--- config.mk ---
export PLATFORM = sky130hd
export DESIGN_NAME = rll_tx_scheduler
export DESIGN_NICKNAME = d
export VERILOG_FILES = /design/src/rtl/rll_tx_scheduler_pkg.sv /design/src/rtl/rll_tx_scheduler_lookup.sv /design/src/rtl/rll_tx_scheduler.sv
export SDC_FILE = /design/constraint.sdc
export NUM_CORES = 1
export LEC_CHECK = 0
export ABC_AREA = 1
export CAP_MARGIN = 15
export CORE_MARGIN = 2
export CORE_UTILIZATION = 42
export DETAILED_ROUTE_END_ITERATION = 16
export PLACE_DENSITY = 0.69
export REMOVE_ABC_BUFFERS = 1
export SYNTH_ARGS = -nofsm -noshare
export SYNTH_HDL_FRONTEND = slang
export SYNTH_SLANG_ARGS = --single-unit
--- constraint.sdc ---
create_clock -name clk_i -period 3.31 [get_ports clk_i]
set_input_delay 0.8275 -clock clk_i [delete_from_list [all_inputs] [get_ports clk_i]]
set_output_delay 0.8275 -clock clk_i [all_outputs]
set_load 0.01 [all_outputs]
--- src/rtl/rll_tx_scheduler_pkg.sv ---
// rll_pkg: shared length codes, code-word constants, FSM states and saturating add for the RLL(2,7) transmitter
package rll_pkg;

    typedef enum logic [1:0] {
        RLL_NONE = 2'b00,
        RLL_LEN8 = 2'b01,
        RLL_LEN6 = 2'b10,
        RLL_LEN4 = 2'b11
    } rll_len_t;

    typedef enum logic [1:0] {
        ST_IDLE,
        ST_SEND,
        ST_FLUSH
    } rll_state_t;

    localparam logic [7:0] CODE_10   = 8'b0100_0000;
    localparam logic [7:0] CODE_11   = 8'b1000_0000;
    localparam logic [7:0] CODE_000  = 8'b0001_0000;
    localparam logic [7:0] CODE_010  = 8'b1001_0000;
    localparam logic [7:0] CODE_011  = 8'b0010_0000;
    localparam logic [7:0] CODE_0010 = 8'b0010_0100;
    localparam logic [7:0] CODE_0011 = 8'b0000_1000;

    function automatic logic [15:0] sat_add(input logic [15:0] a, input logic [4:0] b);
        logic [16:0] s;
        s = {1'b0, a} + {12'd0, b};
        return s[16] ? 16'hFFFF : s[15:0];
    endfunction

endpackage

--- src/rtl/rll_tx_scheduler_lookup.sv ---
// rll_code_lookup: maps the top four buffered data bits to an RLL(2,7) code word, gated by fill count
module rll_code_lookup
    import rll_pkg::*;
(
    input  logic [3:0] bits,
    input  logic [4:0] cnt,
    output logic       hit,
    output logic [2:0] dlen,
    output logic [7:0] code,
    output rll_len_t   len
);

    // Prefix decode: a leading 1 is a 2-bit word, 01x and 000 are 3-bit, 001x is 4-bit
    always_comb begin
        dlen = bits[3] ? 3'd2 : (bits[2] || !bits[1]) ? 3'd3 : 3'd4;
        code = bits[3] ? (bits[2] ? CODE_11 : CODE_10)
             : bits[2] ? (bits[1] ? CODE_011 : CODE_010)
             : bits[1] ? (bits[0] ? CODE_0011 : CODE_0010)
             : CODE_000;
        len  = (dlen == 3'd2) ? RLL_LEN4 : (dlen == 3'd3) ? RLL_LEN6 : RLL_LEN8;
        hit  = {2'b00, dlen} <= cnt;
    end

endmodule

--- src/rtl/rll_tx_scheduler.sv ---
// rll_tx_scheduler: byte-in, serial RLL(2,7) code-bit-out sequencer; RLL_TX_STATS_EN adds word/pad counters
module rll_tx_scheduler
    import rll_pkg::*;
(
    input  logic       clk_i,
    input  logic       rst_ni,
    input  logic [7:0] data_i,
    input  logic       valid_i,
    output logic       ready_o,
    input  logic       flush_i,
    output logic       out_bit_o,
    output logic       out_valid_o,
    input  logic       out_ready_i,
    output logic       word_start_o,
    output logic [1:0] out_len_o,
    output logic       flush_done_o,
    output logic       busy_o
`ifdef RLL_TX_STATS_EN
    ,
    output logic [15:0] stat_w8_o,
    output logic [15:0] stat_w6_o,
    output logic [15:0] stat_w4_o,
    output logic [15:0] stat_pad_o
`endif
);

    logic [11:0] buf_q, buf_app, buf_base, buf_d;
    logic [4:0]  cnt_q, cnt_base, cnt_d, lk_cnt;
    logic [7:0]  code_q, lk_code;
    logic [3:0]  rem_q, lk_bits;
    logic [2:0]  lk_dlen;
    logic        lk_hit, accept, idle_acc, shake, last, load, start_q, flush_pend_q;
    rll_len_t    len_q, lk_len;
    rll_state_t  state_q, state_d;

    rll_code_lookup u_lookup (
        .bits (lk_bits),
        .cnt  (lk_cnt),
        .hit  (lk_hit),
        .dlen (lk_dlen),
        .code (lk_code),
        .len  (lk_len)
    );

    assign ready_o      = (cnt_q <= 5'd4) && !flush_pend_q;
    assign out_valid_o  = state_q == ST_SEND;
    assign out_bit_o    = code_q[7];
    assign word_start_o = start_q;
    assign out_len_o    = len_q;
    assign busy_o       = (cnt_q != 5'd0) || (state_q != ST_IDLE) || flush_pend_q;

    // From IDLE the incoming byte is parsed at once so its first code bit appears the next cycle;
    // in SEND the pre-accept buffer decides the hit. FLUSH forces a hit on the zero-padded tail.
    always_comb begin
        accept       = valid_i && ready_o;
        buf_app      = buf_q | ({data_i, 4'b0000} >> cnt_q);
        idle_acc     = (state_q == ST_IDLE) && accept;
        lk_bits      = idle_acc ? buf_app[11:8] : buf_q[11:8];
        lk_cnt       = (state_q == ST_FLUSH) ? 5'd4 : cnt_q + (idle_acc ? 5'd8 : 5'd0);
        shake        = (state_q == ST_SEND) && out_ready_i;
        last         = shake && (rem_q == 4'd1);
        load         = (state_q == ST_FLUSH) || (lk_hit && ((state_q == ST_IDLE) || last));
        buf_base     = accept ? buf_app : buf_q;
        cnt_base     = cnt_q + (accept ? 5'd8 : 5'd0);
        buf_d        = (state_q == ST_FLUSH) ? 12'd0 : load ? buf_base << lk_dlen : buf_base;
        cnt_d        = (state_q == ST_FLUSH) ? 5'd0 : load ? cnt_base - {2'b00, lk_dlen} : cnt_base;
        flush_done_o = (state_q == ST_IDLE) && flush_pend_q && (cnt_q == 5'd0) && !lk_hit;
        state_d      = load ? ST_SEND
                     : ((state_q == ST_IDLE) && flush_pend_q && (cnt_q != 5'd0)) ? ST_FLUSH
                     : last ? ST_IDLE : state_q;
    end

    // FSM, bit buffer and flush-pending registers
    always_ff @(posedge clk_i or negedge rst_ni) begin
        if (!rst_ni) begin
            state_q      <= ST_IDLE;
            buf_q        <= '0;
            cnt_q        <= '0;
            flush_pend_q <= 1'b0;
        end else begin
            state_q      <= state_d;
            buf_q        <= buf_d;
            cnt_q        <= cnt_d;
            flush_pend_q <= flush_done_o ? 1'b0 : (flush_i || flush_pend_q);
        end
    end

    // Code word shifter: load a new word or shift out one bit per handshake
    always_ff @(posedge clk_i or negedge rst_ni) begin
        if (!rst_ni) begin
            code_q  <= '0;
            rem_q   <= '0;
            len_q   <= RLL_NONE;
            start_q <= 1'b0;
        end else if (load) begin
            code_q  <= lk_code;
            rem_q   <= {lk_dlen, 1'b0};
            len_q   <= lk_len;
            start_q <= 1'b1;
        end else if (shake) begin
            code_q  <= code_q << 1;
            rem_q   <= rem_q - 4'd1;
            len_q   <= last ? RLL_NONE : len_q;
            start_q <= 1'b0;
        end
    end

`ifdef RLL_TX_STATS_EN
    // Saturating counters of loaded words per length and of zero bits padded by flush
    always_ff @(posedge clk_i or negedge rst_ni) begin
        if (!rst_ni) begin
            stat_w8_o  <= '0;
            stat_w6_o  <= '0;
            stat_w4_o  <= '0;
            stat_pad_o <= '0;
        end else begin
            stat_w8_o  <= (load && lk_len == RLL_LEN8) ? sat_add(stat_w8_o, 5'd1) : stat_w8_o;
            stat_w6_o  <= (load && lk_len == RLL_LEN6) ? sat_add(stat_w6_o, 5'd1) : stat_w6_o;
            stat_w4_o  <= (load && lk_len == RLL_LEN4) ? sat_add(stat_w4_o, 5'd1) : stat_w4_o;
            stat_pad_o <= (state_q == ST_FLUSH) ? sat_add(stat_pad_o, {2'b00, lk_dlen} - cnt_q) : stat_pad_o;
        end
    end
`endif

endmodule
==> metrics.md, run 1 <==
| Metric | Value |
|---|---|
| Outcome | finished with violations |
| Failing checks | setup timing |
| Vias | 2,853 |
| Tcrit/Tclk final | 100.3% |
| Drt pass-1 iters | 5 |
| Period minus WS final | 3321 ps |
| Seq cells post-synth | 33 |
| GRT Resource Usage Total | 22.66% |
| Routed Wire Length | 7722 um |
| Maxcap violations | 0 |
| Mapped Cells | about 380 |
| Clock Pin Slew Worst Setup and Hold Paths | 80 ps |
| Final setup fails | 1 |
| Nets | 496 |
| Initial Util | 43.92% |
| Synth async-reset ratio | 100.0% |
| Gp weighted congestion | a little over 0.9 |
| Post-DP HPWL | about 5800 um |
| Synth top area share | 31.38% |
| Final hold vios | 0 |
| Via density | 5.206 |
| Library cells used by synthesis | 38 |
| Fin. max-slew vios | 0 |
| Highest clock rate | 301.1 MHz |
| Syn-to-layout area delta | 39.66% |
| Tot Pwr | 0.003712 W |
| Synth Area per Inst | ~7 um2 |
| CTS Sinks | 33 |
| Sequential share of the synthesized area | a little under a third |
| Gr ovfl total | 0 |
| CP Launch Type | register |
| H-tree levels | 2 |
| Core area | 5991 um2 |
| CP Capture Type | output pin |
| Synth Warn # | 0 |
| Vias in the first global route | 2,771 |
| Die area | 6914 um2 |
| Worst Hold Class | reg2reg |
| Clk root buf | clkbuf_8 |
| Clk_lat worst skew | approximately 300 ps |
| Row count | 28 |
| Leading area contributor after synthesis | dfrtp_1 |
| Slew HR | 70.47% |
| I/O Buffers | 20 |
| Largest net degree at the start of global routing | 34 |
| Lkg Pwr | 1.936 nW |
| TritonCTS clock tree | built |
| Synth top cells by count | nand2_1 (91), nor2_1 (50), inv_1 (47) |
| CTS Hold Bufs | 0 |
| Power Density | 1010 nW/um2 |
| Avg WL per Cell | 14.09 um |
| Largest cells by area after synthesis | dfrtp_1 (31%), nand2_1 (13%), nor2_1 (7.1%), inv_1 (6.7%), nand3_1 (5.3%) |
| Die height | about 83 um |
| Share of layout cells above drive strength 1 | 31.50% |
| CP Class | reg2out |
| First-pass GRT wire length | 12,830 um |
| Max rail drop VDD | roughly 0.5 mV |
| DRT iter0 DRCs | 227 |
| Total CTS buffers | 5 |
| Worst Tran Pin Value | 442.9 ps |
| Pre-CTS WS | -1027 ps |
| Clock Skew | 8.569 ps |
| DIE WIDTH | 83.15 um |
| Mapped Area | 2631 um2 |
| Synth Flop Type | dfrtp_1 |
| Worst Path Arrival | 2490 ps |
| Ports | 21 |
| Post-synth EDFFs | 0 |
| Ant diodes | 0 |
| Buffer depth of the longest clock path | 2 |
| Most frequent cell after synthesis | nand2_1 |
| Fin worst setup slack | -11.20 ps |
| RSZ-0062 raised after global routing | true |
| Initial antenna violation count | 0 |
| Worst Path Required | 2480 ps |
| CP Max Fanout | 4 |
| Final ANT Viol Nets | 0 |
| Worst Hold Slack | 487.5 ps |
| DRC Markers | 0 |
==> layout make-up <==
class | count | area [um2]
Sequential cell | 33 | 825.8
Clock inverter | 3 | 46.29
Tap cell | 75 | 93.84
Clock buffer | 5 | 68.82
Timing Repair Buffer | 96 | 772.0
Multi-Input combinational cell | 279 | 1649
Fill cell | 510 | 2316
Inverter | 57 | 219.0
==> cell families (layout without fill, tap and decap cells) <==
logic type               after synthesis  in the layout  share of synthesized area, %
AO/OA/AOI/OAI                         63             63                         14.03
XOR/XNOR                               3              3                        0.9988
adder cells (fa/ha/maj)               11             11                         5.516
buffers and inverters                 66            161                         10.94
flip-flops                            33             33                         31.38
multiplexers                           2              2                        0.7608
AND/OR/NAND/NOR                      200            200                         36.38
==> cells in the final DEF (no fill, tap or decap), drive strengths merged, types with 10 or more instances in the layout <==
| cell type | synthesis | layout |
|---|---|---|
| a21oi | 26 | 26 |
| buf | 8 | 81 |
| clkdlybuf4s50 | 0 | 15 |
| dfrtp | 33 | 33 |
| ha | 10 | 10 |
| inv | 55 | 56 |
| nand2 | 107 | 107 |
| nand3 | 31 | 31 |
| nor2 | 54 | 54 |
| o21ai | 24 | 24 |
==> worst max-delay path, stage by stage, from the launching register on <==
cell and delay [ps]:
dfrtp_1 430, inv_2 120, buf_4 110, nand2_1 80, nand2_2 90, nand3_2 80
o21bai_4 180, nand2_4 70, nand3_4 100, inv_2 50, ha_4 270, nand2_2 50
o21ai_2 120, nand3_2 130, nor4_4 160, buf_2 170
==> report_power, final <==
| group | total (W) | switching, W | internal, W |
|---|---|---|---|
| Combinational | 0.00263 | 0.00145 | 0.00118 |
| Clock | 0.000394 | 0.000168 | 0.000225 |
| Sequential | 0.000686 | 0.000104 | 0.000581 |
| Total | 0.00371 | 0.00172 | 0.00199 |
==> registers in the layout, indices dropped and copies added (netlist names) <==
signal and count:
buf_q 12, cnt_q 5, code_q 6, flush_pend_q 1, out_len_o 2, rem_q 4
state_q 2, word_start_o 1
==> repair_timing <==
action | CTS | global route
pin swaps | 18 | 12
resized for setup | 42 | 15
setup buffers | 9 | 3
endpoints found under the setup margin | 4 | 1
==> layer usage <==
layer	GRT usage (%)	up-vias	share of wire (%)
met1	28.93	1345	44
met4	7.154	0	2.3
met3	3.479	17	4.7
li1	-	1401	-
met2	39.30	90	49
met5	0	-	0
==> path summary, 6_finish.rpt <==
path | start | end | slack, ps | depth (start not counted)
hold reg to reg | word_start_o$_DFFE_PN0P_ | word_start_o$_DFFE_PN0P_ | 490 | 2
setup reg to reg | cnt_q[0]$_DFFE_PN0P_ | out_len_o[0]$_DFFE_PN0P_ | 350 | 21
setup / recovery | cnt_q[0]$_DFFE_PN0P_ | flush_done_o | -10 | 15
min in group asynchronous | rst_ni | buf_q[8]$_DFF_PN0_ | 940 | 2
max in group asynchronous | rst_ni | out_len_o[1]$_DFFE_PN0P_ | 2060 | 2
hold / removal | word_start_o$_DFFE_PN0P_ | word_start_o$_DFFE_PN0P_ | 490 | 2
==> through the flow <==
step           util, %  TNS, ps  area, um2  std cells
2_1_floorplan        -   -75.09       2560        369
3_3_place_gp     55.66    -6935       3334        528
3_5_place_dp     55.66    -8400       3334        528
4_1_cts          60.03   -130.8       3596        545
5_1_grt          61.34   -128.1       3675        548
6_report         61.34   -11.20       3675        548
Note: power is estimated with default switching activity, not from simulation.
==> run 2, diff against run 1 <==
- clock period: 3.31 -> 3.5 ns (I/O delays scaled with it)
==> run 2 against run 1 <==
  * The flow now finishes without violations
  * Worst setup slack improved by 120 ps
  * Sequential power fell by 6.0%
  * Die area unchanged
  * First-iteration DRC count down 29%
  * Total power is 8.5% lower
  * Flip-flop and latch count stayed put
  * Highest routed layer unchanged
  * Wire length fell by 1.3%
  * Final area is 2.1% lower
  * Non-clock buffer count fell by 7
  * Clock skew down 1.7 ps
  * Core utilization down 1.3 points
  * Largest power group unchanged
  * Largest cell class unchanged
  * Via count is 2.7% lower
==> metrics.md, run 2 (synthesis results as in run 1) <==
| Metric | Value |
|---|---|
| Vias | 2,777 (-2.7%) |
| Sequential Power Share | 19.0% (+0.5 points) |
| Worst Hold Class | reg2reg |
| Clock power share | 11.0% (+0.4 points) |
| Gp weighted congestion | 0.9216 (about the same) |
| First-pass GRT wire length | 12,960 um (+0.97%) |
| Outcome | finished clean |
| CP Max Fanout | 2 (-2) |
| TritonCTS clock tree | built |
| Die height | 83.15 um (unchanged) |
| I/O Buffers | 20 (unchanged) |
| Total CTS buffers | 5 (unchanged) |
| Drt pass-1 iters | 4 (-1) |
| Worst Min Path Start | word_start_o$_DFFE_PN0P_ |
| Placed Instance Area | 3304 um2 (-0.90%) |
| Fin worst setup slack | 113.4 ps (+124.6 ps) |
| Top Registers | buf_q: 12 flops, code_q: 6 flops, cnt_q: 5 flops |
| Flop-to-flop setup slack | 560 ps (+210 ps) |
| Final setup fails | 0 (-1) |
| Tot Pwr | 0.003397 W (-8.5%) |
| Worst Tran Pin Value | 446.3 ps (+3.378 ps) |
| DIE WIDTH | 83.15 um (unchanged) |
| CP Class | in2out |
| Vias in the first global route | 2,805 (+1.2%) |
| Highest clock rate | 295.3 MHz |
| Final instance area | 3598 um2 (-2.1%) |
| Syn-to-layout area delta | 36.76% |
| Core area | 5991 um2 (unchanged) |
| Max reg flops | 12 (unchanged) |
| R2R Path End | cnt_q[4]$_DFF_PN0_ |
| Largest net degree at the start of global routing | 34 (unchanged) |
| Max rail drop VDD | 0.5377 mV (+4.6%) |
| Pint | 0.001808 W (-9.0%) |
| WHS Endpoint | word_start_o$_DFFE_PN0P_ |
| DRT iter0 DRCs | 161 (-29%) |
| Slew HR | 70.25% (-0.23 points) |
| Clk root buf | clkbuf_8 |
| Nets | 489 (-1.4%) |
| Worst Path Arrival | 2510 ps (+20 ps) |
| Register area | 825.8 um2 (unchanged) |
| Initial antenna violation count | 0 (unchanged) |
| Ant diodes | 0 (unchanged) |
| Via density | 5.133 (-1.4%) |
| Maxcap violations | 0 (unchanged) |
| Biggest register | buf_q |
| Die area | 6914 um2 (unchanged) |
| Switching Share | 46.79% (+0.33 points) |
| Gr ovfl total | 0 (unchanged) |
| Period minus WS final | between 3000 and 4000 ps |
| Final hold vios | 0 (unchanged) |
| Ports | 21 (unchanged) |
| Power Density | 944.1 nW/um2 (-6.5%) |
| Worst Hold Slack | 482.1 ps (-5.404 ps) |
| Lkg Pwr | 1.898 nW (-1.9%) |
| Pre-CTS WS | -921.6 ps (+105.4 ps) |
| Most frequent cells in the layout | nand2_1 (87), buf_4 (65), nor2_1 (49), inv_1 (44), dfrtp_1 (33) |
| Avg WL per Cell | 14.09 um (about the same) |
| GRT Resource Usage Total | 23.15% (+0.48 points) |
| FILL cells | 533 (+4.5%) |
| Row count | 28 (unchanged) |
| Commonest non-fill, non-tap cell in the layout | nand2_1 |
| Worst Path Required | 2620 ps (+140 ps) |
| Fin. max-slew vios | 0 (unchanged) |
| DRC Markers | 0 (unchanged) |
| Clk_lat worst skew | 300 ps (about the same) |
| Worst Hold Depth | 2 (unchanged) |
| Share of layout cells above drive strength 1 | 29.18% (-2.3 points) |
| Comb power frac | 70.0% (-0.9 points) |
| RSZ-0062 raised after global routing | false |
| Initial Util | 43.92% (unchanged) |
| CP Capture Type | output pin |
| Routed Wire Length | 7625 um (-1.3%) |
| Final ANT Viol Nets | 0 (unchanged) |
| Buffer depth of the longest clock path | 2 (unchanged) |
| R2R cell count | 18 (-14%) |
| CTS Sinks | 33 (unchanged) |
| Multi-input logic area | 1619 um2 (-1.8%) |
| CP Launch Type | input pin |
| Tcrit/Tclk final | 96.76% |
| Clock Skew | 6.917 ps (-1.652 ps) |
| Psw | 0.001589 W (-7.8%) |
| Setup TNS | 0 ps (+11.20 ps) |
| Post-DP HPWL | 5566 um (-3.4%) |
| Worst r2r src | cnt_q[0]$_DFFE_PN0P_ |
| H-tree levels | 2 (unchanged) |
| Clock Pin Slew Worst Setup and Hold Paths | 80 ps (about the same) |
-- run 2: cell count changes in the layout (fill, tap and decap cells not counted), sizes merged --
cell,previous run,this run
inv,56,55
buf,81,74
clkinv,2,3
-- run 2: worst max path at each step --
stage,startpoint,endpoint,slack (ps),cells after the start
floorplan,data_i[7],flush_done_o,20,12
global placement,data_i[7],flush_done_o,-870,14
detailed placement,data_i[7],flush_done_o,-920,14
CTS,data_i[5],flush_done_o,-10,17
global route,cnt_q[0]$_DFFE_PN0P_,flush_done_o,3,15
finish,data_i[5],flush_done_o,110,17
-- run 2: power groups by stage --
stage / sequential [W] / clock, W / combinational, W
floorplan: 0.000678 / 0 / 0.00126
global placement: 0.000645 / 0 / 0.00209
detailed placement: 0.000654 / 0 / 0.00214
CTS: 0.000645 / 0.000376 / 0.00232
global route: 0.000663 / 0.000390 / 0.00264
finish: 0.000645 / 0.000375 / 0.00238
-- run 2: area by class of cell --
type                       instances  share of cell area, %
clock buffer                       5                  1.912
multi-input combinational        279                  44.99
sequential                        33                  22.95
clock inverter                     3                  1.287
timing repair buffer              89                  20.20
inverter                          57                  6.050
tap                               75                  2.608
-- run 2: repair_timing --
| item | 4_1_cts | 5_1_grt |
|---|---|---|
| setup endpoints to repair | 1 | 1 |
| buffers inserted | 8 | 1 |
| hold buffers | 0 | 0 |
| pin swaps | 17 | 4 |
| resized for setup | 49 | 2 |
-- run 2: worst max-delay path, stage by stage --
cell      delay [ps]
buf_6             80
inv_2             30
nand2_2           60
nand3_2           80
nand2_1           60
nand2_1           60
clkinv_2          60
nand2_2           60
nand2_4           80
nand3_4           70
buf_6            120
ha_4             260
nand2_1           60
o21ai_2          120
nand3_2          120
nor4_4           150
buf_2            170
-- run 2: metrics by stage --
| stage | util, % | instances |
|---|---|---|
| 6_report | 60.07 | 541 |
| 5_1_grt | 60.07 | 541 |
| 4_1_cts | 59.73 | 540 |
| 3_5_place_dp | 55.16 | 524 |
| 3_3_place_gp | 55.16 | 524 |
| 2_1_floorplan | - | 369 |
-- run 2: layer usage --
metal  GRT usage, %  vias to the layer above  routed length [um]
met5              0                        -                   0
met4          9.985                        0                 224
met3          3.579                       19                 393
met2          39.22                       77                3679
met1          29.17                     1299                3328
li1               -                     1382                   -
